==> config.mk <==
export PLATFORM = sky130hd
export DESIGN_NAME = instr_load_encoder_flat
export DESIGN_NICKNAME = d
export VERILOG_FILES = /design/src/rtl/instr_load_encoder_pkg.sv /design/src/rtl/instr_load_encoder_if.sv /design/src/rtl/instr_load_encoder_pack.sv /design/src/rtl/instr_load_encoder.sv /design/src/flat_wrapper.sv
export SDC_FILE = /design/constraint.sdc
export NUM_CORES = 1
export LEC_CHECK = 0
export CORE_ASPECT_RATIO = 1.75
export CORE_MARGIN = 2
export CORE_UTILIZATION = 43
export DETAILED_ROUTE_END_ITERATION = 8
export HOLD_SLACK_MARGIN = 0.03
export PLACE_DENSITY_LB_ADDON = 0.05
export SYNTH_ARGS = -nofsm -noshare
export SYNTH_HDL_FRONTEND = slang
export SYNTH_SLANG_ARGS = --single-unit
export TNS_END_PERCENT = 1
==> constraint.sdc <==
create_clock -name clk -period 2.19 [get_ports clk]
set_input_delay 0.3285 -clock clk [delete_from_list [all_inputs] [get_ports clk]]
set_output_delay 0.3285 -clock clk [all_outputs]
set_load 0.01 [all_outputs]
==> src/rtl/instr_load_encoder_pkg.sv <==
// Shared opcode, class and state definitions for the instruction loader.
// Also used by the main control decoder bench to keep encodings in sync.
package instr_load_encoder_pkg;

    localparam int DEF_ADDR_WIDTH = 8;

    localparam logic [6:0] OP_R      = 7'b0110011;
    localparam logic [6:0] OP_IALU   = 7'b0010011;
    localparam logic [6:0] OP_LOAD   = 7'b0000011;
    localparam logic [6:0] OP_STORE  = 7'b0100011;
    localparam logic [6:0] OP_BRANCH = 7'b1100011;

    localparam logic [2:0] CLS_R      = 3'd0;
    localparam logic [2:0] CLS_IALU   = 3'd1;
    localparam logic [2:0] CLS_LOAD   = 3'd2;
    localparam logic [2:0] CLS_STORE  = 3'd3;
    localparam logic [2:0] CLS_BRANCH = 3'd4;

    typedef enum logic [1:0] {
        ST_IDLE,
        ST_ACCEPT,
        ST_WRITE,
        ST_DONE
    } state_e;

    typedef struct packed {
        logic [2:0]  cls;
        logic [4:0]  rd;
        logic [4:0]  rs1;
        logic [4:0]  rs2;
        logic [2:0]  funct3;
        logic [6:0]  funct7;
        logic [12:0] imm;
    } instr_fields_t;

endpackage

==> src/rtl/instr_load_encoder_if.sv <==
// Loader bus: session control, field-bundle handshake, imem write port, status.
// slave = encoder side, master = producer / memory / observer side.
interface instr_load_encoder_if
    import instr_load_encoder_pkg::*;
#(
    parameter int ADDR_WIDTH = DEF_ADDR_WIDTH
) ();
    logic                  start;
    logic [ADDR_WIDTH-1:0] start_addr;
    logic                  in_valid;
    logic                  in_ready;
    logic [2:0]            in_class;
    logic                  in_last;
    logic [4:0]            in_rd;
    logic [4:0]            in_rs1;
    logic [4:0]            in_rs2;
    logic [2:0]            in_funct3;
    logic [6:0]            in_funct7;
    logic [12:0]           in_imm;
    logic                  mem_we;
    logic [ADDR_WIDTH-1:0] mem_addr;
    logic [31:0]           mem_wdata;
    logic                  busy;
    logic                  done;
    logic                  err;
    logic [ADDR_WIDTH:0]   count;

    modport slave (
        input  start, start_addr, in_valid, in_class, in_last,
        input  in_rd, in_rs1, in_rs2, in_funct3, in_funct7, in_imm,
        output in_ready, mem_we, mem_addr, mem_wdata,
        output busy, done, err, count
    );

    modport master (
        output start, start_addr, in_valid, in_class, in_last,
        output in_rd, in_rs1, in_rs2, in_funct3, in_funct7, in_imm,
        input  in_ready, mem_we, mem_addr, mem_wdata,
        input  busy, done, err, count
    );
endinterface

==> src/rtl/instr_load_encoder_pack.sv <==
// rv_instr_pack: combinational field bundle -> RV32I word plus legal flag.
// Ports: fields_i (class + fields), word_o (encoded), legal_o (class 0..4).
module rv_instr_pack
    import instr_load_encoder_pkg::*;
(
    input  instr_fields_t fields_i,
    output logic [31:0]   word_o,
    output logic          legal_o
);
    logic [12:0] imm;
    assign imm = fields_i.imm;

    always_comb begin
        word_o  = '0;
        legal_o = 1'b1;
        unique case (1'b1)
            (fields_i.cls == CLS_R):
                word_o = {fields_i.funct7, fields_i.rs2, fields_i.rs1,
                          fields_i.funct3, fields_i.rd, OP_R};
            (fields_i.cls == CLS_IALU):
                word_o = {imm[11:0], fields_i.rs1,
                          fields_i.funct3, fields_i.rd, OP_IALU};
            (fields_i.cls == CLS_LOAD):
                word_o = {imm[11:0], fields_i.rs1,
                          fields_i.funct3, fields_i.rd, OP_LOAD};
            (fields_i.cls == CLS_STORE):
                word_o = {imm[11:5], fields_i.rs2, fields_i.rs1,
                          fields_i.funct3, imm[4:0], OP_STORE};
            // Branch offset is even; imm[0] is never encoded.
            (fields_i.cls == CLS_BRANCH):
                word_o = {imm[12], imm[10:5], fields_i.rs2, fields_i.rs1,
                          fields_i.funct3, imm[4:1], imm[11], OP_BRANCH};
            default:
                legal_o = 1'b0;
        endcase
    end
endmodule

==> src/rtl/instr_load_encoder.sv <==
// Program loader: encodes field bundles and writes them to consecutive imem words.
// Ports: clk, rst (sync, active high), bus (slave side of instr_load_encoder_if).
module instr_load_encoder
    import instr_load_encoder_pkg::*;
#(
    parameter int ADDR_WIDTH = DEF_ADDR_WIDTH
) (
    input  logic                   clk,
    input  logic                   rst,
    instr_load_encoder_if.slave    bus
);
    state_e                state_q, state_d;
    logic [ADDR_WIDTH-1:0] addr_q, addr_d;
    logic [ADDR_WIDTH:0]   count_q, count_d;
    logic                  err_q, err_d;
    logic                  last_q, last_d;
    logic [31:0]           word_q, word_d;

    instr_fields_t fields;
    logic [31:0]   pk_word;
    logic          pk_legal;

    assign fields = '{
        cls:    bus.in_class,
        rd:     bus.in_rd,
        rs1:    bus.in_rs1,
        rs2:    bus.in_rs2,
        funct3: bus.in_funct3,
        funct7: bus.in_funct7,
        imm:    bus.in_imm
    };

    rv_instr_pack u_pack (
        .fields_i (fields),
        .word_o   (pk_word),
        .legal_o  (pk_legal)
    );

    always_comb begin
        state_d = state_q;
        addr_d  = addr_q;
        count_d = count_q;
        err_d   = err_q;
        last_d  = last_q;
        word_d  = word_q;
        unique case (state_q)
            ST_IDLE: begin
                if (bus.start) begin
                    addr_d  = bus.start_addr;
                    count_d = '0;
                    err_d   = 1'b0;
                    state_d = ST_ACCEPT;
                end
            end
            ST_ACCEPT: begin
                if (bus.in_valid) begin
                    if (pk_legal) begin
                        word_d  = pk_word;
                        last_d  = bus.in_last;
                        state_d = ST_WRITE;
                    end else begin
                        err_d = 1'b1;
                        if (bus.in_last) state_d = ST_DONE;
                    end
                end
            end
            ST_WRITE: begin
                addr_d = addr_q + 1'b1;
                if (count_q != '1) count_d = count_q + 1'b1;
                state_d = last_q ? ST_DONE : ST_ACCEPT;
            end
            ST_DONE: begin
                state_d = ST_IDLE;
            end
            default: state_d = ST_IDLE;
        endcase
    end

    always_ff @(posedge clk) begin
        if (rst) begin
            state_q <= ST_IDLE;
            addr_q  <= '0;
            count_q <= '0;
            err_q   <= 1'b0;
            last_q  <= 1'b0;
            word_q  <= '0;
        end else begin
            state_q <= state_d;
            addr_q  <= addr_d;
            count_q <= count_d;
            err_q   <= err_d;
            last_q  <= last_d;
            word_q  <= word_d;
        end
    end

    // Qualify with rst so a reset landing on a WRITE cycle issues no write.
    assign bus.in_ready  = (state_q == ST_ACCEPT) && !rst;
    assign bus.mem_we    = (state_q == ST_WRITE) && !rst;
    assign bus.mem_addr  = addr_q;
    assign bus.mem_wdata = word_q;
    assign bus.busy      = (state_q != ST_IDLE);
    assign bus.done      = (state_q == ST_DONE);
    assign bus.err       = err_q;
    assign bus.count     = count_q;
endmodule

==> src/flat_wrapper.sv <==
// flat-port wrapper written by rule: the top's interface ports become plain ports
module instr_load_encoder_flat import instr_load_encoder_pkg::*;
#(
    parameter int ADDR_WIDTH = DEF_ADDR_WIDTH
)
  (clk, rst, bus_start, bus_start_addr, bus_in_valid, bus_in_class, bus_in_last, bus_in_rd, bus_in_rs1, bus_in_rs2, bus_in_funct3, bus_in_funct7, bus_in_imm, bus_in_ready, bus_mem_we, bus_mem_addr, bus_mem_wdata, bus_busy, bus_done, bus_err, bus_count);
  instr_load_encoder_if #(.ADDR_WIDTH(ADDR_WIDTH)) bus_i ();
  input  logic clk;
  input  logic rst;
  input wire logic [$bits(bus_i.start)-1:0] bus_start;
  input wire logic [$bits(bus_i.start_addr)-1:0] bus_start_addr;
  input wire logic [$bits(bus_i.in_valid)-1:0] bus_in_valid;
  input wire logic [$bits(bus_i.in_class)-1:0] bus_in_class;
  input wire logic [$bits(bus_i.in_last)-1:0] bus_in_last;
  input wire logic [$bits(bus_i.in_rd)-1:0] bus_in_rd;
  input wire logic [$bits(bus_i.in_rs1)-1:0] bus_in_rs1;
  input wire logic [$bits(bus_i.in_rs2)-1:0] bus_in_rs2;
  input wire logic [$bits(bus_i.in_funct3)-1:0] bus_in_funct3;
  input wire logic [$bits(bus_i.in_funct7)-1:0] bus_in_funct7;
  input wire logic [$bits(bus_i.in_imm)-1:0] bus_in_imm;
  output wire logic [$bits(bus_i.in_ready)-1:0] bus_in_ready;
  output wire logic [$bits(bus_i.mem_we)-1:0] bus_mem_we;
  output wire logic [$bits(bus_i.mem_addr)-1:0] bus_mem_addr;
  output wire logic [$bits(bus_i.mem_wdata)-1:0] bus_mem_wdata;
  output wire logic [$bits(bus_i.busy)-1:0] bus_busy;
  output wire logic [$bits(bus_i.done)-1:0] bus_done;
  output wire logic [$bits(bus_i.err)-1:0] bus_err;
  output wire logic [$bits(bus_i.count)-1:0] bus_count;
  assign bus_i.start = bus_start;
  assign bus_i.start_addr = bus_start_addr;
  assign bus_i.in_valid = bus_in_valid;
  assign bus_i.in_class = bus_in_class;
  assign bus_i.in_last = bus_in_last;
  assign bus_i.in_rd = bus_in_rd;
  assign bus_i.in_rs1 = bus_in_rs1;
  assign bus_i.in_rs2 = bus_in_rs2;
  assign bus_i.in_funct3 = bus_in_funct3;
  assign bus_i.in_funct7 = bus_in_funct7;
  assign bus_i.in_imm = bus_in_imm;
  assign bus_in_ready = bus_i.in_ready;
  assign bus_mem_we = bus_i.mem_we;
  assign bus_mem_addr = bus_i.mem_addr;
  assign bus_mem_wdata = bus_i.mem_wdata;
  assign bus_busy = bus_i.busy;
  assign bus_done = bus_i.done;
  assign bus_err = bus_i.err;
  assign bus_count = bus_i.count;
  instr_load_encoder #(.ADDR_WIDTH(ADDR_WIDTH)) u_core (.clk(clk), .rst(rst), .bus(bus_i));
endmodule
======== Word-level counts from Yosys, hierarchy flattened ========
Index checks and enable logic that the tools add are counted.
storage, ports and cells
  register bits after elaboration ......... 53
  bits in latches ......................... 0
  bits in writable memories ............... 0
  ROM bits ................................ 0
  input bits .............................. 54
  logic and storage cells ................. 52
  memories ................................ 0
operators by class
  add/subtract/negate cells ............... 2
  multipliers ............................. 0
  div/mod/pow operators ................... 0
  magnitude comparators ................... 0
  eq/ne operators ......................... 13
  shifts and indexed selects .............. 0
  muxes and demuxes ....................... 17
  bitwise gates (word level) .............. 0
  reductions and logical operators ........ 14
operators with widths
  operator               count
  $pmux W32 S5           1
  $mux W9                2
  $pmux W9 S2            1
  $pmux W8 S2            1
  $mux W2                5
  $add A9 B1 Y9 const B  1
  $ne A9 B9 Y1 const B   1
  $reduce_and A3 Y1      3
  $add A8 B1 Y8 const B  1
  $mux W8                1
  $pmux W2 S4            1
  $eq A3 B2 Y1 const B   2
  $ne A2 B2 Y1 const B   3
  $reduce_bool A2 Y1     3
  $reduce_or A5 Y1       1
  $eq A2 B2 Y1 const B   2
  $mux W1                4
  $reduce_and A4 Y1      1
  $eq A3 B1 Y1 const B   1
  $eq A3 B3 Y1 const B   1
  $logic_not A3 Y1       1
  $ne A3 B2 Y1 const B   1
  $eq A2 B1 Y1 const B   1
  $logic_and A1 B1 Y1    2
  5 further kinds        5

======== Depth between registers and ports, before layout ========
  depth in word-level cells ............... 6
  mapped depth ............................ 8

======== Modules after synthesis ========
Synthesis repeated with hierarchy kept, for this count alone.
second synthesis, totals
  cell total of the unflattened synthesis .. 383
  area, all modules ....................... 3052.9 um2
modules (own cells, without submodules)
  module              instances  cells an instance  area each (um2)  sequential area each (um2)
  instr_load_encoder  1          286                2294.7           1061.0
  rv_instr_pack       1          97                 758.2            0.0

======== Worst setup path after synthesis ========
No wires, ideal clock.
  path kind ............................... register -> register
  from .................................... register u_core.count_q[0] (netlist: u_core.bus.count[0])
  to ...................................... register u_core.count_q[4] (netlist: u_core.bus.count[4])
  setup time .............................. 0.086 ns
  arrival ................................. 1.821 ns
  data required time ...................... 2.104 ns
  path slack .............................. 0.284 ns
  stages on the path, launching flop included .. 9
  path buffers ............................ 1
  cell sequence ........................... dfxtp_1 > ha_1 > nand3_1 > nor2_1 > ha_1 > and2_4 > buf_6 > or4_1 > a211oi_1
on the way
  cells in the longest elaborated chain, start to end .. 3
  elaborated cells on any way between the ends .. 6
ends and longest elaborated chain
  item                                                     RTL line                  RTL
  from (decl)                                              instr_load_encoder.sv:14  logic [ADDR_WIDTH:0] count_q, count_d;
  from (signal assigned)                                   instr_load_encoder.sv:90  count_q <= count_d;
  $add A9 B1 Y9 / $ne A9 B9 Y1 (equally long branches)     instr_load_encoder.sv:69  if (count_q != '1) count_d = count_q + 1'b1;
  $mux W9 / $ne A2 B1 Y1 (equally long branches)           n/a
  $pmux W9 S2 / $reduce_and A3 Y1 (equally long branches)  n/a
Several ways; a longest one is shown, not always the timed one. The select of a mux whose other input is x is not followed.
A chain may end at the register's enable or synchronous reset.

======== Worst setup path in the final report ========
  from .................................... register u_core.state_q[0]
  to ...................................... output port bus_in_ready
on the way
  cells in the longest elaborated chain, start to end .. 2
ends and longest elaborated chain
  item                    RTL line                  RTL
  from (decl)             instr_load_encoder.sv:12  state_e state_q, state_d;
  from (signal assigned)  instr_load_encoder.sv:88  state_q <= state_d;
  $eq A2 B1 Y1            instr_load_encoder.sv:98  assign bus.in_ready = (state_q == ST_ACCEPT) && !rst;
  $logic_and A1 B1 Y1     instr_load_encoder.sv:98
  to (decl)               flat_wrapper.sv:21        output wire logic [$bits(bus_i.in_ready)-1:0] bus_in_ready;
Every way passes these cells.

==> load_flow_metrics.sql <==
INSERT INTO impl_metrics (metric_group, metric, value, unit) VALUES
('worst_hold_path', 'min_from', 'u_core.bus.mem_wdata[4]$_SDFFE_PP0P_', ''),
('synthesis', 'synth.yosys.warnings', '0', ''),
('flow_run', 'max_cap_viols', '0', ''),
('placed_design', 'placement.setup.worst_slack', '0.0597', 'ns'),
('cells_and_area', 'multi_input_area', '1500', 'µm²'),
('worst_setup_path', 'crit_start', 'u_core.state_q[0]$_SDFFE_PP0P_', ''),
('synthesis', 'compound_cell_area_share_of_the_yosys_netlist', '25.7', '%'),
('route', 'drt-total-wl', '8.30', 'mm'),
('worst_hold_path', 'timing.hold.worst.class', 'reg -> reg', ''),
('timing', 'hold_viol', '0', ''),
('worst_setup_path', 'critPathBufInv', '1', ''),
('placed_design', 'routabilityCongestion', '0.803', ''),
('clock_tree', 'tritoncts_num_sinks', '50', ''),
('power', 'power_report.internal_total', '1.44', 'mW'),
('worst_setup_path', 'timing.reg2reg.worst_path_depth', '7', ''),
('clock_tree', 'clock_pin_transition_on_the_worst_setup_and_hold_timing_paths', '0.10', 'ns'),
('run_status', 'outcome', 'finished clean', ''),
('synthesis', 'synth_fa_ha_area_share', '1.40', '%'),
('cells_and_area', 'final_net_count', '465', ''),
('timing', 'hold_ws', '0.484', 'ns'),
('floorplanning', 'rows', '38', ''),
('route', 'ant_nets', '0', ''),
('timing', 'final.setup.tns', '0', 'ns'),
('power', 'seq_power_share', '49.0', '%'),
('clock_tree', 'cts_hold_buffers', '0', ''),
('cells_and_area', 'nFillCells', '551', ''),
('route', 'detailedRoute.firstIterationViolations', '153', ''),
('cells_and_area', 'area.growth.synth_to_final', '45.0', '%'),
('cells_and_area', 'final-instance-count-excl-fill', '489', ''),
('floorplanning', 'die_y', '108', 'µm'),
('cells_and_area', 'drive_above_1_share', '9.54', '%'),
('timing', 'layout_worst_path_cycle_share', '95.0', '%'),
('power', 'post-layout-total-power', '2.02', 'mW'),
('timing', 'min_period', '2.08', 'ns'),
('worst_setup_path', 'r2r_startpoint', 'u_core.bus.count[0]$_SDFFE_PP0P_', ''),
('synthesis', 'synth_top_family_by_area', 'compound AO/OA/AOI/OAI gates', ''),
('clock_tree', 'cts_setup_buffers', '0', ''),
('timing', 'timing.final.ws_setup', '0.108', 'ns'),
('synthesis', 'avgSynthCellArea', '8.56', 'µm²'),
('timing', 'tightestPinTransition', '0.660', 'ns'),
('floorplanning', 'initial_core_util', '43.7', '%'),
('worst_setup_path', 'critical_path.top_delay_family', 'flip-flops', ''),
('synthesis', 'synth-seq-cells', '50', ''),
('global_routing', 'grt.total_usage', '23.5', '%'),
('global_routing', 'grt_antenna_before_repair', '0', ''),
('worst_setup_path', 'worst_setup_path_start_kind', 'flip-flop', ''),
('cells_and_area', 'insertedDiodeCount', '0', ''),
('global_routing', 'global_route_wire_length_before_repair', '12.9', 'mm'),
('worst_setup_path', 'worst-r2r-setup-slack', '0.22', 'ns'),
('power', 'clockPowerShare', '27.4', '%'),
('cells_and_area', 'area.sequential', '1000', 'µm²'),
('clock_tree', 'post_cts_resized', '0', ''),
('synthesis', 'distinct_cell_type_count_after_synthesis', '50', ''),
('timing', 'max_freq', '480', 'MHz'),
('floorplanning', 'die_x', '63.7', 'µm'),
('cells_and_area', 'most_common_library_cell_in_the_layout_ignoring_fill_and_taps', 'sky130_fd_sc_hd__clkdlybuf4s50_1', ''),
('route', 'drt_pass1_iterations', '6', ''),
('synthesis', 'post_synth_and_or_nand_nor_area_fraction', '22.9', '%'),
('power', 'power_per_cell_area', '521', 'nW/µm²'),
('cells_and_area', 'mostFrequentLayoutCells', 'sky130_fd_sc_hd__clkdlybuf4s50_1 (105), sky130_fd_sc_hd__dfxtp_1 (50), sky130_fd_sc_hd__a21oi_1 (31)', ''),
('timing', 'max_slew_margin', '55.9', '%'),
('floorplanning', 'num_io_pins', '108', ''),
('clock_tree', 'clock_path_buffers', '2', ''),
('synthesis', 'synth_enable_flop_cells', '0', ''),
('synthesis', 'postSynthCellCount', '313', ''),
('global_routing', 'first_global_vias', '2640', ''),
('power', 'irDropWorstVdd', '0.000386', 'V'),
('clock_tree', 'clk-insertion-delay-late', '0.30', 'ns'),
('synthesis', 'synth-xor-area-share', '0', '%'),
('power', 'total_leakage_power', '1.32', 'nW'),
('worst_setup_path', 'critical_path.reg2reg.endpoint', 'u_core.bus.count[4]$_SDFFE_PP0P_', '');
-- cells in the mapped netlist (4+ instances only) --
cell type | count | share of area [%]
sky130_fd_sc_hd__a2111oi_0 | 5 | 1.6
sky130_fd_sc_hd__a211oi_1 | 11 | 3.1
sky130_fd_sc_hd__a21oi_1 | 31 | 5.8
sky130_fd_sc_hd__a221oi_1 | 7 | 2.3
sky130_fd_sc_hd__a311oi_1 | 5 | 1.6
sky130_fd_sc_hd__buf_2 | 12 | 2.2
sky130_fd_sc_hd__buf_4 | 5 | 1.4
sky130_fd_sc_hd__clkbuf_1 | 16 | 2.2
sky130_fd_sc_hd__dfxtp_1 | 50 | 37
sky130_fd_sc_hd__mux2i_1 | 15 | 5.6
sky130_fd_sc_hd__nand2_1 | 7 | 0.98
sky130_fd_sc_hd__nand3_1 | 21 | 3.9
sky130_fd_sc_hd__nand4_1 | 5 | 1.2
sky130_fd_sc_hd__nor2_1 | 12 | 1.7
sky130_fd_sc_hd__nor2b_1 | 11 | 2.6
sky130_fd_sc_hd__nor3_1 | 10 | 1.9
sky130_fd_sc_hd__nor4b_1 | 4 | 1.3
sky130_fd_sc_hd__o21ai_0 | 22 | 4.1
sky130_fd_sc_hd__o221a_2 | 5 | 2.1
sky130_fd_sc_hd__o22ai_1 | 6 | 1.4
sky130_fd_sc_hd__or3_1 | 6 | 1.4
-- worst register-to-register path: cells and delay by family (launching register included) --
kind / cells / cell delay, ns
AO/OA/AOI/OAI: 1 / 0.27
adder cells (fa/ha/maj): 2 / 0.44
flip-flops: 1 / 0.35
AND/OR/NAND/NOR: 4 / 0.82
-- state kept, by name, indices dropped and copies added (netlist names) --
signal / flops
u_core.bus.mem_wdata: 29
u_core.bus.count: 9
u_core.bus.mem_addr: 8
u_core.state_q: 2
u_core.bus.err: 1
u_core.last_q: 1
-- area by class of cell --
| type | instances | area share, % |
|---|---|---|
| well taps | 80 | 2.58 |
| flip-flops and latches | 50 | 25.8 |
| multi-input cells | 228 | 38.6 |
| clock buffers | 5 | 1.77 |
| clock inverters | 3 | 0.548 |
| inverters | 1 | 0.0966 |
| repair buffers | 122 | 30.7 |
-- metrics by stage --
stage / utilization, % / area (µm²)
global placement: 61.9 / 3790
detailed placement: 61.9 / 3790
global route: 63.3 / 3880
floorplan: - / 2680
finish: 63.3 / 3880
CTS: 63.3 / 3880
-- power by group through the flow --
stage | clock network, mW | registers [mW] | logic, mW
finish | 0.554 | 0.992 | 0.477
global route | 0.597 | 0.999 | 0.513
CTS | 0.561 | 0.991 | 0.480
detailed placement | 0 | 1.01 | 0.478
global placement | 0 | 1.01 | 0.473
floorplan | 0 | 1.02 | 0.216
-- worst max-delay path by stage --
stage / end / slack (ns)
after floorplan: u_core.bus.count[4]$_SDFFE_PP0P_ / 0.28
after global placement: u_core.bus.mem_wdata[24]$_SDFFE_PP0P_ / 0.04
after detailed placement: u_core.bus.mem_wdata[24]$_SDFFE_PP0P_ / 0.06
after CTS: bus_in_ready / 0.10
after global routing: bus_in_ready / 0.004
final: bus_in_ready / 0.11
-- logic make-up (layout without fill, tap and decap cells) --
kind of cell,Yosys count,after routing
AOI/OAI and AO/OA,105,105
adders and majority gates,3,3
buffers and inverters,36,131
DFF,50,50
muxes,15,15
other,1,2
and+or+nand+nor,103,103
-- metal layers --
layer	global-route usage, %	up-vias	routed length [µm]
met3	3.33	11	338
li1	-	1387	-
met2	44.8	98	4550
met4	9.16	0	149
met1	25.5	1323	3260
met5	0	-	0
(Power assumes the default switching activity.)
